==> config.mk <==
export PLATFORM = sky130hd
export DESIGN_NAME = hazard_unit
export DESIGN_NICKNAME = d
export VERILOG_FILES = /design/src/rtl/hazard_unit.sv
export SDC_FILE = /design/constraint.sdc
export NUM_CORES = 1
export LEC_CHECK = 0
export ABC_AREA = 1
export CORE_AREA = 4 4 84 86
export DETAILED_ROUTE_END_ITERATION = 12
export DIE_AREA = 0 0 88 90
export GPL_TIMING_DRIVEN = 1
export PLACE_DENSITY = 0.7
export SYNTH_ARGS = -nofsm -noshare
export SYNTH_HDL_FRONTEND = slang
export SYNTH_SLANG_ARGS = --single-unit
==> constraint.sdc <==
create_clock -name clk -period 3.3 [get_ports clk]
set_input_delay 0.99 -clock clk [delete_from_list [all_inputs] [get_ports clk]]
set_output_delay 0.99 -clock clk [all_outputs]
set_load 0.005 [all_outputs]
==> src/rtl/hazard_unit.sv <==
// Stall/forward control for a 5-stage pipeline using Tuse/Tnew tracking.
// Optional `HAZARD_STALL_CNT_EN adds a free-running stall cycle counter.
module hazard_unit #(
  parameter int TMAX = 15
) (
  input  logic       clk,
  input  logic       reset,
  input  logic [4:0] D_rs,
  input  logic [4:0] D_rt,
  input  logic [3:0] D_Tuse_rs,
  input  logic [3:0] D_Tuse_rt,
  input  logic [4:0] D_A3,
  input  logic [3:0] D_Tnew,
  output logic       stall,
  output logic       PC_en,
  output logic       D_en,
  output logic       E_clr,
  output logic [1:0] FwdD_rs,
  output logic [1:0] FwdD_rt,
  output logic [1:0] FwdE_rs,
  output logic [1:0] FwdE_rt
`ifdef HAZARD_STALL_CNT_EN
  ,
  output logic [31:0] stall_cnt
`endif
);

  localparam logic [3:0] TNONE = TMAX[3:0];

  typedef struct packed {
    logic [4:0] a3;
    logic [3:0] tnew;
    logic [4:0] rs;
    logic [4:0] rt;
  } e_rec_t;

  typedef struct packed {
    logic [4:0] a3;
    logic [3:0] tnew;
  } rec_t;

  e_rec_t e_q;
  rec_t   m_q;
  rec_t   w_q;

  function automatic logic [3:0] dec(
    input logic [3:0] t
  );
    return (t == 4'd0) ? 4'd0 : t - 4'd1;
  endfunction

  function automatic logic hit(
    input logic [4:0] a3,
    input logic [4:0] r
  );
    return (r != 5'd0) && (a3 == r);
  endfunction

  function automatic logic late(
    input logic [4:0] a3,
    input logic [3:0] tnew,
    input logic [4:0] r,
    input logic [3:0] tuse
  );
    return hit(a3, r) && (tnew > tuse) &&
           (tuse != TNONE);
  endfunction

  function automatic logic [1:0] fwd_d(
    input e_rec_t     e,
    input rec_t       m,
    input rec_t       w,
    input logic [4:0] r
  );
    logic [1:0] f;
    f = 2'd0;
    if (hit(e.a3, r))
      f = (e.tnew == 4'd0) ? 2'd1 : 2'd0;
    else if (hit(m.a3, r))
      f = (m.tnew == 4'd0) ? 2'd2 : 2'd0;
    else if (hit(w.a3, r))
      f = (w.tnew == 4'd0) ? 2'd3 : 2'd0;
    return f;
  endfunction

  function automatic logic [1:0] fwd_e(
    input rec_t       m,
    input rec_t       w,
    input logic [4:0] r
  );
    logic [1:0] f;
    f = 2'd0;
    if (hit(m.a3, r))
      f = (m.tnew == 4'd0) ? 2'd1 : 2'd0;
    else if (hit(w.a3, r))
      f = (w.tnew == 4'd0) ? 2'd2 : 2'd0;
    return f;
  endfunction

  always_comb begin
    stall = late(e_q.a3, e_q.tnew, D_rs, D_Tuse_rs)
          | late(m_q.a3, m_q.tnew, D_rs, D_Tuse_rs)
          | late(e_q.a3, e_q.tnew, D_rt, D_Tuse_rt)
          | late(m_q.a3, m_q.tnew, D_rt, D_Tuse_rt);
    PC_en   = ~stall;
    D_en    = ~stall;
    E_clr   = stall;
    FwdD_rs = fwd_d(e_q, m_q, w_q, D_rs);
    FwdD_rt = fwd_d(e_q, m_q, w_q, D_rt);
    FwdE_rs = fwd_e(m_q, w_q, e_q.rs);
    FwdE_rt = fwd_e(m_q, w_q, e_q.rt);
  end

  // A stall drops a bubble into E; M and W always advance.
  always_ff @(posedge clk) begin
    if (reset) begin
      e_q <= '0;
      m_q <= '0;
      w_q <= '0;
    end else begin
      if (stall)
        e_q <= '0;
      else
        e_q <= '{a3: D_A3, tnew: dec(D_Tnew),
                 rs: D_rs, rt: D_rt};
      m_q <= '{a3: e_q.a3, tnew: dec(e_q.tnew)};
      w_q <= '{a3: m_q.a3, tnew: dec(m_q.tnew)};
    end
  end

`ifdef HAZARD_STALL_CNT_EN
  always_ff @(posedge clk) begin
    if (reset)
      stall_cnt <= '0;
    else if (stall)
      stall_cnt <= stall_cnt + 32'd1;
  end
`endif

endmodule

### Word-level counts from Yosys, hierarchy flattened

Index checks and enable logic that the tools add are counted.

| cells by class | value |
|---|---|
| add/sub/neg operators | 3 |
| $lt $le $gt $ge | 4 |
| equal/unequal tests | 12 |
| multiplexer cells | 15 |
| bitwise gates (word level) | 4 |
| reduce and logical (&&, ||, !) cells | 30 |

Operators with widths:

| operator | count |
|---|---|
| 5-bit == test | 10 |
| 2-bit 2-to-1 mux | 13 |
| 5-bit nonzero test | 4 |
| 1-bit logical AND | 18 |
| 4-bit > comparator | 4 |
| 4-bit zero test | 4 |
| 4-bit by 1-bit subtractor with 4-bit output, second input constant | 3 |
| 4-bit != test, second input constant | 2 |
| 2-bit OR reduction | 3 |
| 1-bit OR | 3 |
| 3-bit OR reduction | 1 |
| 1-bit 2-to-1 mux | 2 |
| 1-bit inverter | 1 |

| storage, ports and cells | value |
|---|---|
| register bits | 37 |
| input bits | 29 |
| output and inout port bits | 12 |
| logic and storage cells | 76 |

### Logic depth before layout (Yosys ltp)

Gate-level depths: netlist of run 1.

| depth | value |
|---|---|
| depth after elaboration | 8 |
| mapped depth | 13 |
| depth with buffers taken out | 12 |

### Worst setup path after synthesis of run 1

No wires, ideal clock.

| timing path | value |
|---|---|
| kind | input to output |
| start | input port D_Tuse_rs[3] |
| end | output port PC_en |
| data arrival time | 2.109 ns |
| data required time | 2.310 ns |
| setup slack | 0.201 ns |
| stages | 11 |
| path through | inv_1 > ha_1 > nand2_1 > o21bai_1 > a21oi_1 > nand2_1 > nand2_1 > nand2_2 > nand2_1 > inv_1 > buf_4 |

| between the ends | value |
|---|---|
| word-level cells in the longest chain between the ends | 7 |
| elaborated cells on any way between the ends | 11 |
| classes of those cells | 2 x order compare; 1 x eq/ne; 4 x bitwise; 4 x reduce/logical |

Ends and longest elaborated chain:

| what | line | text |
|---|---|---|
| from (decl) | 10 | `input logic [3:0] D_Tuse_rs,` |
| 4-bit > comparator | 65 | `return hit(a3, r) && (tnew > tuse) &&` |
| 1-bit logical AND (2 in series) | 65 |  |
| 1-bit OR * | 102 | `\| late(m_q.a3, m_q.tnew, D_rs, D_Tuse_rs)` |
| 1-bit OR * | 103 | `\| late(e_q.a3, e_q.tnew, D_rt, D_Tuse_rt)` |
| 1-bit OR * | 104 | `\| late(m_q.a3, m_q.tnew, D_rt, D_Tuse_rt);` |
| via E_clr | 17 | `output logic E_clr,` |
| 1-bit inverter * | n/a |  |
| to (decl) | 15 | `output logic PC_en,` |

Mark *: on every way through the listed nets, which the timed path passes. The rest lies on a longest branch.

### Final worst setup path of run 1

| timing path | value |
|---|---|
| start | input port D_Tuse_rs[2] |
| end | output port PC_en |

| between the ends | value |
|---|---|
| word-level cells in the longest chain between the ends | 7 |
| elaborated cells on any way between the ends | 11 |
| classes of those cells | 2 x order compare; 1 x eq/ne; 4 x bitwise; 4 x reduce/logical |

Ends and longest elaborated chain:

| what | line | text |
|---|---|---|
| 4-bit > comparator | 65 |  |
| 1-bit logical AND (2 in series) | 65 |  |
| 1-bit OR * | 102 |  |
| 1-bit OR * | 103 |  |
| 1-bit OR * | 104 |  |
| 1-bit inverter * | 105 | `PC_en = ~stall;` |

Every way passes the cells marked *; elsewhere a longest branch is shown, timed or not.

==> impl_results.md, run 1 <==
- Synth cell types: 28
- Register-to-register setup slack: 1.43 ns
- Rel. slew slack: 77.1%
- Worst setup EP type: output pin
- Hold Path End: w_q[0]$_SDFF_PP0_
- Critical path required time: 2.31 ns
- Final Skew: 0.00710 ns
- Yosys warnings: 0
- Top Ports: 41
- First-pass GRT wire length: 10.8 mm
- Area of the multi-input gates: 1630 µm²
- Crit-path max FO: 3
- N_diodes: 0
- Die Footprint: 7920 µm²
- Clk sinks: 37
- Worst skew pair latency: 0.29 ns
- Antenna violations before repair: 0
- CTS Buffer Depth: 2
- Status: finished, final reports clean
- Syn Nets: 411
- Final Instance Count excl. Fillers: 509
- Post-synth top area cell: dfxtp_1
- Worst Slack Setup Final: 0.0880 ns
- Final worst path period share: 97.3%
- Worst reg2reg path depth: 11
- Synth top area cells: dfxtp_1, nand2_1, ha_1, nor2_1, inv_1
- Setup violations, final: 0
- Worst Hold Depth: 1
- Slowest-stage cell, CP: ha_4
- Setup TNS: 0 ns
- R2R Path End: e_q[9]$_SDFF_PP0_
- Synthesized cell area: 2450 µm²
- H-tree depth: 2
- Cell repeated most along the worst path: nand2_2
- Worst r2r src: m_q[1]$_SDFF_PP0_
- Post-CTS Hold Buffers: 0
- Drt wl/cell: 12.9 µm
- Critical Path AT: 2.22 ns
- Crit-path cells: buf_2 > inv_4 > ha_4 > nand2_2 > o21bai_1 > a21oi_2 > nand2_1 > nand2_1 > nand2_2 > nand2_2 > inv_2 > buf_2
- Sequential fraction of the synthesis area: 30.2%
- Clk root buf: clkbuf_8
- Max-slew violations: 0
- Seq. cell area: 741 µm²
- Vias per inst: 4.92
- Initial core utilization: 39.0%
- Peak supply drop: 0.183 mV
- Post-layout util: 52.8%
- HP Class: register to register
- Num CTS Buffers: 5
- Rows: 29
- DR pass1 iterations: 4
- Share of the synthesized area in the top cell type: 30.2%
- Initial detailed-routing violation count: between 100 and 150
- DR DRC count: 0
- I/O Buffers: 40
- CTS clk-pin slew, worst paths: ~0.07 ns
- Largest net degree at the start of global routing: 16
- CTS tree: built
- Pwr/cell area: 367 nW/µm²
- Layout fillers: 600
- Max incr delay on CP: about 0.25 ns
- CP top delay family: simple AND/OR/NAND/NOR gates
- Syn_area_per_cell: 6.75 µm²
- Yosys reg bits: 37
- Final GP Congestion: 0.951
- Core Box Area: 6280 µm²
- Post-DP HPWL: 5.05 mm
- Overflow after GRT: 0
- Die Ht: 90 µm
- Vias: around 2.5k
- Layout Area Growth over Synthesis: 35.4%
- Bufs and invs on worst path: 4
- FMAX: 0.311 GHz
- Nets: between 400 and 500
- Inst Count DP: 497
- Post-placement setup slack: -0.743 ns
- WS Path Type: input pin to output pin
- Worst Hold Slack: between 0.4 and 0.5 ns
- Final Hold Fails: 0
- Vias in the first global route: 2377
- Static leakage: 1.59 nW
- Routed wire length: between 6 and 7 mm
- Minimum clock period: between 3 and 4 ns
- Worst hold start: m_q[0]$_SDFF_PP0_
- Pwr Total: 1.22 mW
- Slew @ Worst Pin: 0.343 ns
- Post-synthesis cell count: 363
- Placed Instance Area: 3070 µm²
- ANT nets after route: 0
- Chip Width: 88 µm
- Worst Setup SP: D_Tuse_rs[2]
- Max-cap violations: 0
- Fin area: 3320 µm²
- GRT Total Usage: 17.0%
- Startpoint types: input pin
- Share of cells above drive strength 1: 27.8%
## worst reg2reg max path, delay by kind of cell (launching register included)
kind | cells | cell delay (ns)
flip-flops | 1 | 0.49
buffers and inverters | 2 | 0.18
AND/OR/NAND/NOR | 6 | 0.62
AO/OA/AOI/OAI | 2 | 0.24
adder cells (fa/ha/maj) | 1 | 0.26
## cell usage after synthesis
cell       count
o2111ai_1      2
xnor2_1       13
dfxtp_1       37
inv_2          5
nand4_1        8
clkbuf_1       1
or2_2          3
nand3_4        1
and2_1         2
o21ai_0        4
nand2_2        2
a221oi_1       4
inv_1         58
o21bai_1       3
nor2_2        12
nand3b_1       1
buf_12         1
nand3_1       10
clkbuf_2       1
buf_4          2
o22ai_1        6
nor4_1         3
a21oi_1       10
xor2_1         9
nor2_1        59
nand2_1       83
nor3_1         4
ha_1          19
## cells by family after synthesis
group	Yosys count	share of synthesized area [%]
and+or+nand+nor	188	33.3
AOI/OAI and AO/OA	29	7.46
buffers and inverters	68	11.4
DFF	37	30.2
adders and majority gates	19	9.70
xor gates and xnor gates	22	7.87
## layout make-up
| type | count | area share, % |
|---|---|---|
| multi-input combinational | 258 | 49.2 |
| sequential | 37 | 22.3 |
| timing repair buffer | 66 | 15.1 |
| inverter | 63 | 7.43 |
| clock buffer | 7 | 2.90 |
| tap | 77 | 2.90 |
| clock inverter | 1 | 0.151 |
## placed cells by master, fill, tap and decap left out, drive strengths merged
cell           instances
buf                   36
o21ai                  4
clkdlybuf4s50         14
dfxtp                 37
a221oi                 4
ha                    19
or2                    3
o21bai                 3
inv                   63
a21oi                 10
clkinv                 1
nand4                  8
nand2                 85
nor4                   3
nand3b                 1
nor2                  71
dlygate4sd2            2
nand3                 11
clkdlybuf4s15          2
o22ai                  6
clkbuf                19
nor3                   4
o2111ai                2
xnor2                 13
and2                   2
xor2                   9
## how the worst max path moves through the flow
stage / endpoint / slack, ns / cells after the start
detailed placement: stall / -0.74 / 11
global placement: stall / -0.69 / 11
floorplan: PC_en / 0.20 / 11
finish: PC_en / 0.09 / 12
CTS: FwdD_rt[1] / 0.005 / 8
global route: FwdD_rt[0] / -0.0007 / 10
## flip-flops by register name (all words and copies together), names as in the netlist
signal  count
w_q         9
e_q        19
m_q         9
## per-layer routing
| metal | GRT usage (%) | wire length [µm] | vias up | part of all wire, % |
|---|---|---|---|---|
| li1 | - | - | 1277 | - |
| met5 | 0 | 0 | - | 0 |
| met4 | 7.29 | 168 | 0 | 2.6 |
| met1 | 21.9 | 2830 | 1138 | 43 |
| met2 | 26.8 | 3190 | 72 | 49 |
| met3 | 3.66 | 360 | 15 | 5.5 |
## timing repair
item                                    in CTS  in global routing
gates resized for setup                     86                 50
buffers inserted                             3                  1
pin swaps                                   23                 24
endpoints found under the setup margin       8                  8
## power by group
group / total [mW] / internal [mW] / switching [mW]
combinational: 0.354 / 0.167 / 0.187
clock: 0.345 / 0.189 / 0.156
sequential: 0.520 / 0.480 / 0.0393
total: 1.22 / 0.836 / 0.382
Note: power is estimated with default switching activity, not from simulation.
==> run 2, diff against run 1 <==
--- a/config.mk
+++ b/config.mk
@@ -10,6 +10,7 @@
 export DETAILED_ROUTE_END_ITERATION = 12
 export DIE_AREA = 0 0 88 90
 export GPL_TIMING_DRIVEN = 1
+export MAX_ROUTING_LAYER = met4
 export PLACE_DENSITY = 0.7
 export SYNTH_ARGS = -nofsm -noshare
 export SYNTH_HDL_FRONTEND = slang
==> run 2 against run 1 <==
  * Setup slack worse by 0.0078 ns
  * Final area about the same
  * Flip-flop and latch count unchanged
  * Critical path depth up 1
  * Die area unchanged
  * Worst hold slack worse by 0.016 ns
==> impl_results.md, run 2 (same netlist as run 1, synthesis figures left out) <==
- Max incr delay on CP: 0.22 ns (-0.03 ns)
- Pwr Total: 1.18 mW (-3.5%)
- N_diodes: 0 (unchanged)
- GRT Total Usage: 17.2% (+0.21 points)
- Register name with the most flops: e_q
- DR DRC count: 0 (unchanged)
- Worst Slack Setup Final: 0.0802 ns (-0.00775 ns)
- Top Ports: 41 (unchanged)
- Worst Setup SP: D_rt[3]
- Register-to-register setup slack: 1.41 ns (-0.02 ns)
- Cell repeated most along the worst path: nand2_1
- Nets: 481 (+0.42%)
- Vias per inst: 4.87 (-0.87%)
- Commonest non-fill, non-tap cell in the layout: nand2_1
- Rel. slew slack: 76.9% (-0.15 points)
- HP Class: register to register
- ANT nets after route: 0 (unchanged)
- Antenna violations before repair: 0 (unchanged)
- Peak supply drop: 0.236 mV (+29%)
- DR pass1 iterations: 4 (unchanged)
- Worst setup EP type: output pin
- Placed Instance Area: 3060 µm² (-0.24%)
- R2R Path End: e_q[9]$_SDFF_PP0_
- CTS Buffer Depth: 2 (unchanged)
- Seq. cell area: 741 µm² (unchanged)
- Max reg flops: 19 (unchanged)
- Slew @ Worst Pin: 0.346 ns (+0.00226 ns)
- Rows: 29 (unchanged)
- Final Hold Fails: 0 (unchanged)
- Static leakage: 1.59 nW (about the same)
- Worst reg2reg path depth: 13 (+2)
- CTS tree: built
- Vias in the first global route: 2400 (+0.97%)
- Chip Width: 88 µm (unchanged)
- Area of the multi-input gates: 1620 µm² (-0.61%)
- Minimum clock period: 3.22 ns (+0.00775 ns)
- Startpoint types: input pin
- Pwr/cell area: 355 nW/µm² (-3.5%)
- Slowest-stage cell, CP: clkdlybuf4s15_1
- Critical Path AT: 2.23 ns (about the same)
- I/O Buffers: 40 (unchanged)
- Max-slew violations: 0 (unchanged)
- Drt wl/cell: 12.7 µm (-0.91%)
- Share of cells above drive strength 1: 27.0% (-0.82 points)
- Biggest regs: e_q x19, m_q x9, w_q x9
- CTS clk-pin slew, worst paths: 0.07 ns (about the same)
- Initial detailed-routing violation count: 141 (+17%)
- Vias: 2490 (-0.48%)
- Max-cap violations: 0 (unchanged)
- Worst skew pair latency: 0.29 ns (about the same)
- Largest net degree at the start of global routing: 16 (unchanged)
- Clk root buf: clkbuf_8
- Layout fillers: 617 (+2.8%)
- Initial core utilization: 39.0% (unchanged)
- Critical path required time: 2.31 ns (about the same)
- Leading cell types in the layout, fill and taps excluded: nand2_1, nor2_1, inv_1
- First-pass GRT wire length: 10.7 mm (-0.64%)
- Final worst path period share: 97.6% (+0.23 points)
- Num CTS Buffers: 5 (unchanged)
- Die Ht: 90 µm (unchanged)
- Status: finished, final reports clean
- Setup violations, final: 0 (unchanged)
- Crit-path cells: clkdlybuf4s15_1 > inv_2 > buf_4 > nand2_1 > nand2_1 > nand3_2 > nor2_4 > nand2_1 > nand2_1 > nand2_2 > nand2_2 > inv_2 > buf_2
- CP Capture Point: PC_en
- H-tree depth: 2 (unchanged)
- Worst r2r src: m_q[5]$_SDFF_PP0_
- Layout Area Growth over Synthesis: 35.3% (about the same)
- Crit-path max FO: 5 (+2)
- Clk sinks: 37 (unchanged)
- Routed wire length: 6.51 mm (-0.52%)
- Post-DP HPWL: 5.06 mm (+0.16%)
- WS Path Type: input pin to output pin
- Overflow after GRT: 0 (unchanged)
- FMAX: 0.311 GHz (-0.24%)
- Post-placement setup slack: -0.727 ns (+0.0164 ns)
- Core Box Area: 6280 µm² (unchanged)
- Fin area: 3310 µm² (about the same)
- Die Footprint: 7920 µm² (unchanged)
- Final Skew: 0.00530 ns (-0.00180 ns)
- Final GP Congestion: 0.967 (+1.6%)
==> run 2: cell count changes in the layout (fill, tap and decap cells not counted), moves of 2 or more <==
cell and delta:
clkbuf_8 -2, inv_4 -2, nand2_2 -2, inv_2 +3
clkdlybuf4s15_1 +3, nand2_1 +2, clkbuf_2 -2
==> run 2: area by class of cell <==
type                    count  area share, %
repair buffers             68           15.9
clock buffers               5           2.08
well taps                  77           2.91
flip-flops and latches     37           22.3
inverters                  63           7.29
multi-input cells         258           48.9
clock inverters             3          0.529
==> run 2: how the worst min path moves through the flow <==
| stage | from | endpoint | cells past startpoint |
|---|---|---|---|
| 5_1_grt | m_q[0]$_SDFF_PP0_ | w_q[0]$_SDFF_PP0_ | 1 |
| 2_1_floorplan | e_q[10]$_SDFF_PP0_ | m_q[0]$_SDFF_PP0_ | 1 |
| 3_5_place_dp | m_q[0]$_SDFF_PP0_ | w_q[0]$_SDFF_PP0_ | 1 |
| 3_3_place_gp | m_q[0]$_SDFF_PP0_ | w_q[0]$_SDFF_PP0_ | 1 |
| 6_report | m_q[0]$_SDFF_PP0_ | w_q[0]$_SDFF_PP0_ | 1 |
| 4_1_cts | m_q[0]$_SDFF_PP0_ | w_q[0]$_SDFF_PP0_ | 1 |
==> run 2: layer usage <==
metal  track usage [%]  vias up  routed length, µm
li1                  -     1273                  -
met1              22.0     1135               2970
met2              26.6       66               3100
met3              2.47       16                257
met4              7.54        0                189
met5                 -        -                  0
==> run 2: power by group <==
group / internal [mW] / switching (mW) / leakage [nW]
logic: 0.165 / 0.184 / 1.24
registers: 0.480 / 0.0397 / 0.306
clock network: 0.146 / 0.161 / 0.0439
total: 0.791 / 0.385 / 1.59
==> run 2: timing repair <==
action                     in CTS  in global routing
gates resized for setup        85                 43
hold buffers                    0                  0
setup buffers                   5                  2
setup endpoints to repair       8                  8
pin swaps                      29                 28
==> run 2: per-stage QoR <==
step	TNS (ns)	hold WS, ns	std cells	utilization [%]
after floorplan	0	0.393	363	-
after global placement	-4.90	0.403	496	48.8
after detailed placement	-5.10	0.405	496	48.8
after CTS	0	0.418	509	51.9
after global routing	-0.0702	0.457	511	52.8
final	0	0.414	511	52.8
==> run 2: critical path: cells and delay by family <==
| family | cells | cell delay, ns |
|---|---|---|
| and+or+nand+nor | 8 | 0.64 |
| buffers and inverters | 5 | 0.61 |
